===== config.mk =====
export PLATFORM = sky130hd
export DESIGN_NAME = survivor_mmu
export DESIGN_NICKNAME = d
export VERILOG_FILES = /design/src/rtl/survivor_mmu_pkg.sv /design/src/rtl/survivor_packer.sv /design/src/rtl/survivor_mmu.sv
export SDC_FILE = /design/constraint.sdc
export NUM_CORES = 1
export LEC_CHECK = 0
export ABC_AREA = 1
export ABC_CLOCK_PERIOD_IN_PS = 1500
export BUFFER_PORTS_ARGS = -buffer_cell sky130_fd_sc_hd__buf_2
export CELL_PAD_IN_SITES_DETAIL_PLACEMENT = 1
export CELL_PAD_IN_SITES_GLOBAL_PLACEMENT = 1
export CORE_MARGIN = 2
export CORE_UTILIZATION = 32
export CTS_CLUSTER_SIZE = 40
export DETAILED_ROUTE_END_ITERATION = 10
export GPL_ROUTABILITY_DRIVEN = 0
export GPL_TIMING_DRIVEN = 0
export PLACE_DENSITY = 0.84
export SLEW_MARGIN = 20
export SYNTH_ARGS = -nofsm -noshare
export SYNTH_HDL_FRONTEND = slang
export SYNTH_SLANG_ARGS = --single-unit

===== constraint.sdc =====
create_clock -name CLOCK -period 1.5 [get_ports CLOCK]
set_clock_uncertainty 0.2 [all_clocks]
set_input_delay 0.225 -clock CLOCK [delete_from_list [all_inputs] [get_ports CLOCK]]
set_output_delay 0.225 -clock CLOCK [all_outputs]
set_load 0.02 [all_outputs]

===== src/rtl/survivor_mmu_pkg.sv =====
// Shared helpers for the survivor-memory manager: constant log2 and width
// clamping used to size the segment, word and page fields.
package survivor_mmu_pkg;

    function automatic int clog2(input int value);
        int result;
        int rem;
        result = 0;
        rem    = value - 1;
        while (rem > 0) begin
            result = result + 1;
            rem    = rem >> 1;
        end
        return result;
    endfunction

    // A field never collapses below one bit, even when it has only one value.
    function automatic int width_of(input int count);
        return (clog2(count) < 1) ? 1 : clog2(count);
    endfunction

endpackage


===== src/rtl/survivor_packer.sv =====
// Tracks the expected segment and packs in-order survivor beats into RAM words;
// flags the beat that completes a word and where that word belongs in its page.
module survivor_packer
    import survivor_mmu_pkg::*;
#(
    parameter int N_STATES    = 64,
    parameter int N_ACS       = 4,
    parameter int WD_RAM_DATA = 16
) (
    input  logic                                        clk,
    input  logic                                        rst_n,
    input  logic                                        beat_i,
    input  logic [width_of(N_STATES/N_ACS)-1:0]         seg_i,
    input  logic [N_ACS-1:0]                            surv_i,
    output logic                                        word_completing_o,
    output logic [width_of(N_STATES/WD_RAM_DATA)-1:0]   word_index_o,
    output logic                                        stage_last_o,
    output logic [WD_RAM_DATA-1:0]                      word_o,
    output logic                                        order_err_o
);
    localparam int SEGS   = N_STATES / N_ACS;
    localparam int SPW    = WD_RAM_DATA / N_ACS;
    localparam int SEG_W  = width_of(SEGS);
    localparam int WORD_W = width_of(N_STATES / WD_RAM_DATA);

    logic [SEG_W-1:0]       exp_seg_q, exp_seg_d;
    logic [WD_RAM_DATA-1:0] pack_q, pack_d;
    logic [WD_RAM_DATA-1:0] merged;
    logic [31:0]            slot;
    logic                   in_order;

    assign in_order = beat_i && (seg_i == exp_seg_q);
    assign slot     = 32'(seg_i) % 32'(SPW);

    // The incoming beat overlays its slot so the completing word is available
    // in the same cycle as its last beat.
    for (genvar gi = 0; gi < SPW; gi++) begin : g_slot
        assign merged[gi*N_ACS +: N_ACS] = (in_order && slot == 32'(gi))
                                           ? surv_i : pack_q[gi*N_ACS +: N_ACS];
    end

    assign word_completing_o = in_order && (slot == 32'(SPW - 1));
    assign word_index_o      = WORD_W'(32'(seg_i) / 32'(SPW));
    assign stage_last_o      = (seg_i == SEG_W'(SEGS - 1));
    assign word_o            = merged;
    assign order_err_o       = beat_i && !in_order;

    always_comb begin
        exp_seg_d = exp_seg_q;
        pack_d    = merged;
        if (in_order) begin
            exp_seg_d = (exp_seg_q == SEG_W'(SEGS - 1)) ? '0 : exp_seg_q + SEG_W'(1);
        end
        if (word_completing_o) begin
            pack_d = '0;
        end
    end

    always_ff @(posedge clk) begin
        if (!rst_n) begin
            exp_seg_q <= '0;
            pack_q    <= '0;
        end else begin
            exp_seg_q <= exp_seg_d;
            pack_q    <= pack_d;
        end
    end

endmodule


===== src/rtl/survivor_mmu.sv =====
// Survivor-memory manager: writes packed survivor words into a ring of trellis
// pages and arbitrates traceback reads into the same single-port RAM.
module survivor_mmu
    import survivor_mmu_pkg::*;
#(
    parameter int N_STATES       = 64,
    parameter int N_ACS          = 4,
    parameter int WD_RAM_DATA    = 16,
    parameter int DEPTH          = 8,
    parameter int WD_RAM_ADDRESS = 5
) (
    input  logic                                        CLOCK,
    input  logic                                        Reset,
    input  logic                                        Active,
    input  logic                                        Hold,
    input  logic                                        acs_valid,
    output logic                                        acs_ready,
    input  logic [width_of(N_STATES/N_ACS)-1:0]         acs_seg,
    input  logic [N_ACS-1:0]                            acs_surv,
    output logic [width_of(DEPTH)-1:0]                  wr_page,
    output logic                                        stage_done,
    input  logic                                        tb_req,
    output logic                                        tb_gnt,
    input  logic [width_of(DEPTH)-1:0]                  tb_page,
    input  logic [width_of(N_STATES/WD_RAM_DATA)-1:0]   tb_word,
    output logic                                        tb_valid,
    output logic [WD_RAM_DATA-1:0]                      tb_data,
    output logic                                        ram_en,
    output logic                                        ram_we,
    output logic [WD_RAM_ADDRESS-1:0]                   ram_addr,
    output logic [WD_RAM_DATA-1:0]                      ram_wdata,
    input  logic [WD_RAM_DATA-1:0]                      ram_rdata,
    output logic                                        err_order,
    output logic                                        err_rd_collision
);
    localparam int WPS    = N_STATES / WD_RAM_DATA;
    localparam int WORD_W = width_of(WPS);
    localparam int PAGE_W = width_of(DEPTH);

    if (N_STATES % N_ACS != 0) begin : g_bad_acs
        $error("N_STATES must be a multiple of N_ACS");
    end
    if (WD_RAM_DATA % N_ACS != 0) begin : g_bad_word
        $error("WD_RAM_DATA must be a multiple of N_ACS");
    end
    if (N_STATES % WD_RAM_DATA != 0) begin : g_bad_states
        $error("WD_RAM_DATA must divide N_STATES");
    end
    if (DEPTH < 2) begin : g_bad_depth
        $error("DEPTH must be at least 2");
    end
    if (WD_RAM_ADDRESS < clog2(DEPTH * WPS)) begin : g_bad_addr
        $error("WD_RAM_ADDRESS too narrow for DEPTH*WPS words");
    end

    logic                      accept;
    logic                      word_completing;
    logic [WORD_W-1:0]         word_index;
    logic                      stage_last;
    logic [WD_RAM_DATA-1:0]    pk_word;
    logic                      pk_order_err;
    logic [WD_RAM_ADDRESS-1:0] wr_addr, rd_addr;

    logic [PAGE_W-1:0]         wr_page_q;
    logic                      stage_done_q, rd_pend_q, tb_valid_q;
    logic [WD_RAM_DATA-1:0]    tb_data_q, ram_wdata_q;
    logic                      ram_en_q, ram_we_q;
    logic [WD_RAM_ADDRESS-1:0] ram_addr_q;
    logic                      err_order_q, err_coll_q;

    assign acs_ready = Reset & Active & ~Hold;
    assign accept    = acs_valid & acs_ready;
    // Writes always take the RAM slot; a blocked read simply retries.
    assign tb_gnt    = Reset & ~Hold & tb_req & ~word_completing;

    survivor_packer #(
        .N_STATES    (N_STATES),
        .N_ACS       (N_ACS),
        .WD_RAM_DATA (WD_RAM_DATA)
    ) u_packer (
        .clk               (CLOCK),
        .rst_n             (Reset),
        .beat_i            (accept),
        .seg_i             (acs_seg),
        .surv_i            (acs_surv),
        .word_completing_o (word_completing),
        .word_index_o      (word_index),
        .stage_last_o      (stage_last),
        .word_o            (pk_word),
        .order_err_o       (pk_order_err)
    );

    assign wr_addr = WD_RAM_ADDRESS'(32'(wr_page_q) * 32'(WPS) + 32'(word_index));
    assign rd_addr = WD_RAM_ADDRESS'(32'(tb_page) * 32'(WPS) + 32'(tb_word));

    always_ff @(posedge CLOCK) begin
        if (!Reset) begin
            wr_page_q    <= '0;
            stage_done_q <= 1'b0;
            rd_pend_q    <= 1'b0;
            tb_valid_q   <= 1'b0;
            tb_data_q    <= '0;
            ram_en_q     <= 1'b0;
            ram_we_q     <= 1'b0;
            ram_addr_q   <= '0;
            ram_wdata_q  <= '0;
            err_order_q  <= 1'b0;
            err_coll_q   <= 1'b0;
        end else begin
            stage_done_q <= 1'b0;
            // Read pipeline: command -> RAM access -> capture of ram_rdata.
            rd_pend_q    <= ram_en_q & ~ram_we_q;
            tb_valid_q   <= rd_pend_q;
            if (rd_pend_q) begin
                tb_data_q <= ram_rdata;
            end
            if (pk_order_err) begin
                err_order_q <= 1'b1;
            end
            if (word_completing) begin
                ram_en_q    <= 1'b1;
                ram_we_q    <= 1'b1;
                ram_addr_q  <= wr_addr;
                ram_wdata_q <= pk_word;
                if (stage_last) begin
                    stage_done_q <= 1'b1;
                    wr_page_q    <= (wr_page_q == PAGE_W'(DEPTH - 1)) ? '0
                                                                      : wr_page_q + PAGE_W'(1);
                end
            end else if (tb_gnt) begin
                ram_en_q   <= 1'b1;
                ram_we_q   <= 1'b0;
                ram_addr_q <= rd_addr;
                if (tb_page == wr_page_q) begin
                    err_coll_q <= 1'b1;
                end
            end else begin
                ram_en_q <= 1'b0;
                ram_we_q <= 1'b0;
            end
        end
    end

    assign wr_page          = wr_page_q;
    assign stage_done       = stage_done_q;
    assign tb_valid         = tb_valid_q;
    assign tb_data          = tb_data_q;
    assign ram_en           = ram_en_q;
    assign ram_we           = ram_we_q;
    assign ram_addr         = ram_addr_q;
    assign ram_wdata        = ram_wdata_q;
    assign err_order        = err_order_q;
    assign err_rd_collision = err_coll_q;

endmodule


==> summary.md, run 1 <==
| Metric | Value |
|---|---|
| Run status | `complete, but fails checks` |
| Failing checks | `negative hold slack, negative setup slack` |
| Most frequent cells in the layout | `buf_2, nand2_1, dfxtp_1` |
| CTS clk-pin slew, worst paths | `around 70 ps` |
| Antenna diodes | `0` |
| Setup violators final | `46` |
| Syn Nets | `~380` |
| CP max stage delay | `360 ps` |
| Vias in the first global route | `approximately 3100` |
| Min-Delay Path Class | `primary input to flop` |
| Fmax | `just under 0.5 GHz` |
| Post-Place Cells | `roughly 530` |
| CP Max Fanout | `3` |
| Routed wire length | `approximately 11 mm` |
| Initial core utilization | `0.334` |
| CTS root buf | `clkbuf_8` |
| Post-DP HPWL | `between 5 and 6 mm` |
| Power Density | `about 830 mW/mm²` |
| Initial drt markers | `about 170` |
| RSZ-0062 raised after global routing | `true` |
| Critical path launch point type | `flop` |
| Most used cell along the critical path | `nor2_4` |
| DR vias | `roughly 3000` |
| Gate count after technology mapping | `345` |
| Global-route wire length before repair | `approximately 16 mm` |
| Peak supply drop | `387 µV` |
| Slew HR | `0.342` |
| Synth cell types | `27` |
| Critical Path Sink | `tb_gnt` |
| First drt pass iteration count | `4` |
| CTS Buf Count | `9` |
| ANT nets after route | `0` |
| Core area | `approximately 0.0078 mm²` |
| Worst-path cell chain | `nand2_1, nand2_2, nor2_4, nand4_4, clkinv_4, buf_8, nor2_4, buf_6` |
| Die ar. | `roughly 0.0089 mm²` |
| Most common cell after layout, fill and taps aside | `buf_2` |
| Max Cap Violations | `0` |
| Initial antenna violation count | `0` |
| Element type at the critical path end | `output port` |
| Avg Vias per Cell | `around 5.1` |
| Final Max Slew Viols | `0` |
| Routed len/inst | `between 15 and 20 µm` |
| Layout cells sized above 1 | `0.435` |
| Post-route setup slack | `-526 ps` |
| Tightest Pin Transition | `983 ps` |
| WP data required | `approximately 1100 ps` |
| Cell row count | `32` |
| R2R Setup Slk | `-470 ps` |
| Final net count | `a little over 500` |
| DIE HEIGHT | `between 90 and 100 µm` |
| Final min period | `between 2000 and 2500 ps` |
| # clock sinks | `63` |
| Slowest CP cell | `dfxtp_4` |
| Worst r2r path cells | `10` |
| Final Hold Fails | `4` |
| Crit. Startpoint | `u_packer.exp_seg_q[1]` |
| Average cell area after synthesis | `between 7 and 8 µm²` |
| Sequential element share of the synthesized area | `0.483` |
| R2r endpoint | `wr_page[1]` |
| Post-route insts no fill | `587` |
| Yosys warnings | `0` |
| Worst-Skew Late Latency | `approximately 360 ps` |
| Worst Path Buf+Inv | `3` |
| Crit path kind | `flop to output port` |
| Filler cells | `973` |
| IO Count | `between 80 and 90` |
| Crit-path leading delay family | `simple AND/OR/NAND/NOR gates` |
| CTS tree | `built` |
| DRC violations left | `0` |
| Layout Area Growth over Synthesis | `58.8%` |
| Worst reg2reg startpoint | `u_packer.exp_seg_q[1]` |
| H-tree levels | `3` |
| Total track usage | `0.234` |
| Largest net degree at the start of global routing | `17` |
| Max clock buf depth | `2` |
| CP Data Arrival Time | `1600 ps` |
| FF+latch count, synth | `63` |
| Die X | `between 90 and 100 µm` |
| Pleak | `around 2.0 nW` |
| Fin crit share | `1.35` |
| Final setup TNS | `-16730 ps` |
| Cell Area, Synth | `roughly 0.0026 mm²` |
| PortBufs | `between 80 and 90` |
| Remaining global-route overflow | `0` |
| Stages on worst setup path | `8` |
| Fin Hold WS | `-21.1 ps` |
-- final cells by class --
| cell class | instances | area (µm²) | share of cell area |
|---|---|---|---|
| multi-input cells | 240 | 1440 | 0.348 |
| flip-flops and latches | 63 | 1270 | 0.308 |
| repair buffers | 125 | 876 | 0.211 |
| inverters | 31 | 145 | 0.0350 |
| clock buffers | 11 | 141 | 0.0341 |
| well taps | 102 | 128 | 0.0308 |
| plain buffers | 10 | 104 | 0.0251 |
| clock inverters | 5 | 33.8 | 0.00815 |
-- per-stage QoR --
step / setup slack [ps] / hold slack (ps) / util / total power [W] / cell area, µm²
floorplan: -21.1 / 135 / - / 0.00189 / 2650
global route: -562 / -3.56 / 0.531 / 0.00355 / 4140
global placement: -338 / 197 / 0.407 / 0.00200 / 3180
CTS: -394 / -50.8 / 0.497 / 0.00337 / 3880
finish: -526 / -21.1 / 0.531 / 0.00344 / 4140
detailed placement: -365 / 205 / 0.407 / 0.00200 / 3180
-- cell families after synthesis --
kind of cell,synth area share
simple gates,0.332
flops,0.483
buf+inv,0.0781
compound gates,0.0786
xor+xnor,0.0134
fa+ha+maj,0.0144
-- what timing repair did --
item,4_1_cts,5_1_grt
endpoints found under the hold margin,21,0
buffers inserted,17,7
hold buffers,21,0
gates cloned,1,1
setup endpoints to repair,44,49
pin swaps,18,22
resized for setup,41,56
-- worst min-delay path by stage --
stage                            from                   to  slack (ps)  depth (start not counted)
after floorplan            acs_seg[2]          ram_addr[0]         140                          2
after global placement         ram_we            rd_pend_q         200                          1
after detailed placement       ram_we            rd_pend_q         200                          1
after CTS                  acs_seg[2]          ram_addr[0]         -50                          3
after global routing      acs_surv[2]  u_packer.pack_q[10]          -4                          3
final                      acs_seg[2]          ram_addr[0]         -20                          3
-- power by group --
| part | internal (W) | total, W | leakage, nW | switching, W |
|---|---|---|---|---|
| clock | 0.000642 | 0.00137 | 0.0853 | 0.000729 |
| combinational | 0.000144 | 0.000363 | 1.41 | 0.000220 |
| sequential | 0.00169 | 0.00170 | 0.513 | 0.0000139 |
-- worst register-to-register path, stage by stage (launching register included) --
cell and delay (ps):
dfxtp_4 360, nand2_1 120, nand2_2 90, nor2_4 170, nand4_4 140, buf_4 170
buf_6 120, buf_8 120, nor2_4 160, nand2_2 100, a21oi_2 140
-- state kept, by name, indices dropped and copies added, names as in the netlist --
signal / cells
tb_data: 16
wr_page: 3
rd_pend_q: 1
ram_en: 1
ram_we: 1
err_rd_collision: 1
u_packer.pack_q: 12
ram_wdata: 16
u_packer.exp_seg_q: 4
err_order: 1
stage_done: 1
ram_addr: 5
tb_valid: 1
-- synthesized netlist by cell type, drive strengths merged --
| cell | count | area (µm²) |
|---|---|---|
| ha | 3 | 37.5 |
| o21ai | 24 | 120 |
| clkbuf | 4 | 15.0 |
| dfxtp | 63 | 1260 |
| inv | 29 | 114 |
| nand4 | 3 | 33.8 |
| buf | 7 | 62.6 |
| nand3 | 40 | 205 |
| nor3 | 2 | 10.0 |
| xor2 | 4 | 35.0 |
| nand2 | 98 | 388 |
| clkinv | 2 | 12.5 |
| nor2 | 49 | 230 |
| a21oi | 17 | 85.1 |
-- metal layers --
metal,part of all wire,vias to the layer above,global-route usage
li1,-,1373,-
met3,0.052,41,0.0361
met2,0.53,125,0.421
met1,0.37,1430,0.265
met4,0.049,0,0.122
met5,0,-,0
(Power assumes the default switching activity.)
==> inputs of run 2 (changes only) <==
Settings changed: ABC_CLOCK_PERIOD_IN_PS 1500 to 2120, CORE_UTILIZATION 32 to 35, PLACE_DENSITY 0.84 to 0.87, REMOVE_ABC_BUFFERS set to 1, SKIP_LAST_GASP set to 1.
Clock period 1.5 ns to 2.12 ns, I/O delays scaled along.
==> summary.md, run 2 (synthesis results as in run 1) <==
| Metric | Value |
|---|---|
| Net Switching | `0.000626 W (-35%)` |
| R2R Setup Slk | `140 ps (+610 ps)` |
| DRC violations left | `0 (unchanged)` |
| Fmax | `between 0.4 and 0.5 GHz` |
| Post-DP Area | `0.00307 mm² (-3.5%)` |
| Post-route insts no fill | `555 (-5.5%)` |
| Hold EP | `tb_data[8]` |
| Sw Ratio | `0.250 (-0.0303)` |
| Setup violators final | `0 (-100%)` |
| Crit path kind | `flop to output port` |
| Die ar. | `0.00816 mm² (-8.2%)` |
| Final net count | `490 (-5.4%)` |
| Initial drt markers | `110 (-34%)` |
| Largest net degree at the start of global routing | `29 (+12)` |
| Peak supply drop | `256 µV (-34%)` |
| Global-route wire length before repair | `14.4 mm (-8.0%)` |
| Post-Place Cells | `515 (-2.5%)` |
| WHS Path Cells | `3 (unchanged)` |
| Layout Area Growth over Synthesis | `34.5%` |
| Comb pwr share | `0.085 (-0.021)` |
| IO Count | `83 (unchanged)` |
| Initial core utilization | `0.360 (+0.0255)` |
| FF/Latch Area | `0.00127 mm² (-0.39%)` |
| Worst r2r path cells | `11 (+1)` |
| Final Max Slew Viols | `0 (unchanged)` |
| Cell row count | `31 (-3.1%)` |
| Filler cells | `947 (-2.7%)` |
| Initial antenna violation count | `0 (unchanged)` |
| Core area | `0.00725 mm² (-7.1%)` |
| Final Hold Fails | `0 (-4)` |
| Flop pwr share | `0.482 (-0.014)` |
| Antenna diodes | `0 (unchanged)` |
| Vias in the first global route | `2975 (-3.3%)` |
| R2r endpoint | `ram_wdata[13]` |
| Remaining global-route overflow | `0 (unchanged)` |
| Die X | `90.4 µm (-4.2%)` |
| Metal2 WL | `4.65 mm (-22%)` |
| Pleak | `1.86 nW (-7.3%)` |
| Min-Delay Path Class | `primary input to flop` |
| RSZ-0062 raised after global routing | `false` |
| CTS root buf | `clkbuf_8` |
| Most common cell after layout, fill and taps aside | `nand2_1` |
| Post-route cell area | `0.00351 mm² (-15%)` |
| Highest metal used | `met4` |
| Element type at the critical path end | `output port` |
| Wl on met1 | `3.62 mm (-14%)` |
| Final min period | `between 2000 and 2500 ps` |
| Clock share of power | `0.433 (+0.034)` |
| Worst-Skew Late Latency | `360 ps (about the same)` |
| Slew HR | `0.620 (+0.278)` |
| CP Data Arrival Time | `1540 ps (-60 ps)` |
| Most frequent cells in the layout | `nand2_1, buf_2, dfxtp_1` |
| WP data required | `1600 ps (+530 ps)` |
| # clock sinks | `63 (unchanged)` |
| Tightest Pin Transition | `570 ps (-414 ps)` |
| First drt pass iteration count | `4 (unchanged)` |
| DR vias | `2780 (-6.4%)` |
| Fin crit share | `0.970` |
| Max Cap Violations | `0 (unchanged)` |
| DIE HEIGHT | `90.4 µm (-4.2%)` |
| Total track usage | `0.223 (-0.0110)` |
| Power Density | `713 mW/mm² (-14%)` |
| Wire length on met3 | `334 µm (-44%)` |
| Routed wire length | `9.00 mm (-21%)` |
| PortBufs | `82 (+1.2%)` |
| Worst reg2reg startpoint | `u_packer.exp_seg_q[0]` |
| CTS tree | `built` |
| Run status | `complete, no violations` |
| CTS Buf Count | `9 (unchanged)` |
| Post-DP HPWL | `5.28 mm (-5.4%)` |
| H-tree levels | `3 (unchanged)` |
| Critical path launch point type | `flop` |
| ANT nets after route | `0 (unchanged)` |
| Layout cells sized above 1 | `0.279 (-0.157)` |
| Cell Int Power | `0.00188 W (-24%)` |
| Area of the multi-input gates | `0.00116 mm² (-20%)` |
| CP Max Fanout | `5 (+2)` |
| Hold_sp | `ram_rdata[8]` |
| CTS clk-pin slew, worst paths | `70 ps (about the same)` |
| Max clock buf depth | `2 (unchanged)` |
| Avg Vias per Cell | `5.01 (-0.97%)` |
| Routed len/inst | `16.2 µm (-16%)` |
## run 2: worst max path at each step
stage	cells after the start	to	start	slack, ps
2_1_floorplan	7	tb_gnt	u_packer.exp_seg_q[0]	290
3_3_place_gp	8	u_packer.pack_q[7]	Reset	-460
3_5_place_dp	8	u_packer.pack_q[5]	Reset	-530
4_1_cts	8	tb_gnt	u_packer.exp_seg_q[3]	7
5_1_grt	8	tb_gnt	u_packer.exp_seg_q[3]	20
6_report	8	tb_gnt	u_packer.exp_seg_q[0]	60
## run 2: what timing repair did
item,4_1_cts,5_1_grt
hold buffers,15,0
resized for setup,4,4
pin swaps,3,3
gates cloned,1,0
buffers inserted,4,5
hold endpoints to repair,15,0
endpoints found under the setup margin,18,14
## run 2: stage by stage
stage,worst slack (ps),TNS (ps),hold slack [ps],utilization,power [W]
floorplan,293,0,216,-,0.00132
global placement,-459,-11470,206,0.423,0.00140
global route,21.9,0,9.84,0.484,0.00257
detailed placement,-534,-14170,217,0.423,0.00141
CTS,6.58,0,11.7,0.478,0.00249
finish,64.6,0,15.2,0.484,0.00250
## run 2: area by class of cell
class / count / area share
well taps: 99 / 0.0353
clock buffers: 12 / 0.0442
inverters: 31 / 0.0374
clock inverters: 3 / 0.0121
multi-input cells: 241 / 0.330
flip-flops and latches: 63 / 0.362
repair buffers: 106 / 0.180
## run 2: power groups by stage
stage / clock, W / sequential [W] / combinational [W]
2_1_floorplan: 0 / 0.00126 / 0.0000677
6_report: 0.00108 / 0.00121 / 0.000213
3_5_place_dp: 0 / 0.00124 / 0.000171
3_3_place_gp: 0 / 0.00124 / 0.000165
4_1_cts: 0.00108 / 0.00121 / 0.000200
5_1_grt: 0.00113 / 0.00121 / 0.000230
## run 2: worst max-delay path, cell delays in order (launching register included)
cell     delay [ps]
dfxtp_4         380
inv_1            60
nand2_1          70
nand2_2          70
nor2_4          150
nand4_4         160
inv_8            80
nor2_1           40
buf_2           170
## run 2: per-layer routing
metal / vias up / global-route usage
met4: 0 / 0.135
met2: 73 / 0.384
met5: - / 0
met1: 1356 / 0.245
met3: 34 / 0.0601
li1: 1317 / -
==> inputs of run 3 (changes only) <==
Settings changed: REMOVE_ABC_BUFFERS 1 to unset.
==> summary.md, run 3 (synthesis results as in run 1) <==
| Metric | Value |
|---|---|
| Run status | `complete, no violations` |
| Final core occ | `0.465 (-0.0193)` |
| Total track usage | `0.202 (-0.0210)` |
| Layout cells sized above 1 | `0.281 (+0.00211)` |
| IO Count | `83 (unchanged)` |
| Routed wire length | `7.75 mm (-14%)` |
| Worst reg2reg startpoint | `u_packer.exp_seg_q[0]` |
| H-tree levels | `3 (unchanged)` |
| Final min period | `1990 ps (-62.4 ps)` |
| Fin crit share | `0.940 (-0.0294)` |
| Critical path launch point type | `flop` |
| Core area | `0.00725 mm² (unchanged)` |
| PortBufs | `81 (-1.2%)` |
| DR vias | `2610 (-6.1%)` |
| Post-route cell area | `0.00337 mm² (-4.0%)` |
| Layout Area Growth over Synthesis | `29.1%` |
| Fmax | `0.502 GHz (+3.1%)` |
| WP data required | `1600 ps (about the same)` |
| Routed len/inst | `14.1 µm (-13%)` |
| CP max stage delay | `370 ps (about the same)` |
| Worst-path cell chain | `inv_1, nand2_1, nand2_2, nor2_4, nand4_4, inv_8, nor2_1, buf_2` |
| Remaining global-route overflow | `0 (unchanged)` |
| Initial drt markers | `94 (-15%)` |
| DIE HEIGHT | `90.4 µm (unchanged)` |
| Initial core utilization | `0.360 (unchanged)` |
| Peak supply drop | `437 µV (+71%)` |
| Element type at the critical path end | `output port` |
| Most common cell after layout, fill and taps aside | `nand2_1` |
| DRC violations left | `0 (unchanged)` |
| Die ar. | `0.00816 mm² (unchanged)` |
| Power Density | `671 mW/mm² (-5.9%)` |
| Die X | `90.4 µm (unchanged)` |
| Final Hold Fails | `0 (unchanged)` |
| Worst slack, placed | `-2.26 ps (+532 ps)` |
| Most frequent cells in the layout | `nand2_1, buf_2, dfxtp_1` |
| Largest net degree at the start of global routing | `18 (-38%)` |
| Max Cap Violations | `0 (unchanged)` |
| Post-route setup slack | `127 ps (+62.4 ps)` |
| Worst-Skew Late Latency | `330 ps (-30 ps)` |
| Initial antenna violation count | `0 (unchanged)` |
| Worst r2r path cells | `11 (unchanged)` |
| WHS Path Cells | `3 (unchanged)` |
| Final Max Slew Viols | `0 (unchanged)` |
| ANT nets after route | `0 (unchanged)` |
| Min-Delay Path Class | `primary input to flop` |
| Vias in the first global route | `2816 (-5.3%)` |
| Avg Vias per Cell | `4.76 (-4.9%)` |
| CTS clk-pin slew, worst paths | `70 ps (about the same)` |
| Stages on worst setup path | `8 (unchanged)` |
| Tightest Pin Transition | `413 ps (-157 ps)` |
| Final net count | `482 (-1.6%)` |
| Hold EP | `tb_data[5]` |
| R2r endpoint | `ram_wdata[8]` |
| R2R Setup Slk | `150 ps (about the same)` |
| CTS Buf Count | `9 (unchanged)` |
| Global-route wire length before repair | `13.2 mm (-8.2%)` |
| Post-DP HPWL | `5.79 mm (+9.6%)` |
| Worst Path Buf+Inv | `3 (unchanged)` |
| CTS root buf | `clkbuf_8` |
| Post-DP Area | `0.00314 mm² (+2.4%)` |
| CTS tree | `built` |
| RSZ-0062 raised after global routing | `false` |
| Slowest CP cell | `dfxtp_2` |
| Hold_sp | `ram_rdata[5]` |
| Pleak | `1.80 nW (-3.3%)` |
| Setup violators final | `0 (unchanged)` |
| Slew HR | `0.725 (+0.105)` |
| Crit-path leading delay family | `simple AND/OR/NAND/NOR gates` |
| Crit path kind | `flop to output port` |
| Cell row count | `31 (unchanged)` |
| First drt pass iteration count | `4 (unchanged)` |
| CP Data Arrival Time | `1470 ps (-70 ps)` |
| # clock sinks | `63 (unchanged)` |
| Antenna diodes | `0 (unchanged)` |
| Max clock buf depth | `2 (unchanged)` |
| CP Max Fanout | `5 (unchanged)` |
## run 3: changes by cell type in the layout (fill, tap and decap cells not counted), moves of 2 or more
cell           change
buf_2              +2
buf_4              -6
buf_6              +2
clkbuf_1           +5
clkbuf_8           -2
clkinv_2           +4
dfxtp_2            +3
dfxtp_4            -2
dlygate4sd3_1     -10
## run 3: area by class of cell
type | instances | area, µm²
Fill cell | 969 | 3880
Inverter | 31 | 131
Clock inverter | 5 | 25.0
Tap cell | 99 | 124
Timing Repair Buffer | 89 | 478
Sequential cell | 63 | 1270
Multi-Input combinational cell | 240 | 1140
Clock buffer | 11 | 131
Buffer | 10 | 70.1
## run 3: worst register-to-register path: stages (launching register included)
cell and delay (ps):
dfxtp_2 370, inv_1 60, nand2_1 70, nand2_2 60, nor2_4 160, nand4_4 140, inv_8 80, buf_4 240
nor2_4 110, buf_2 210, nand2_1 100, nand2_1 70
## run 3: how the worst max path moves through the flow
stage	start	to	slack, ps
after floorplan	Reset	tb_gnt	330
after global placement	Reset	tb_gnt	30
after detailed placement	Reset	tb_gnt	-2
after CTS	u_packer.exp_seg_q[1]	tb_gnt	30
after global routing	u_packer.exp_seg_q[0]	tb_gnt	20
final	u_packer.exp_seg_q[0]	tb_gnt	130
## run 3: repair_timing
| item | CTS | global route |
|---|---|---|
| hold endpoints to repair | 5 | 0 |
| pin swaps | 0 | 2 |
| buffers inserted | 1 | 2 |
| hold buffers | 5 | 0 |
| setup endpoints to repair | 1 | 14 |
| resized for setup | 3 | 3 |
## run 3: power breakdown
part | internal [W] | switching (W)
Sequential | 0.00120 | 0.00000905
Clock | 0.000414 | 0.000452
Combinational | 0.0000685 | 0.000119
## run 3: stage by stage
| stage | instances | total power [W] | setup TNS, ps | hold slack [ps] |
|---|---|---|---|---|
| floorplan | 345 | 0.00133 | 0 | 228 |
| global placement | 525 | 0.00141 | 0 | 194 |
| detailed placement | 525 | 0.00141 | -2.26 | 212 |
| CTS | 546 | 0.00229 | 0 | 0.968 |
| global route | 548 | 0.00238 | 0 | 6.38 |
| finish | 548 | 0.00226 | 0 | 10.3 |
## run 3: per-layer routing
metal | part of all wire | global-route usage
met1 | 0.42 | 0.218
met2 | 0.53 | 0.376
met3 | 0.033 | 0.0476
met4 | 0.018 | 0.0833
met5 | 0 | 0
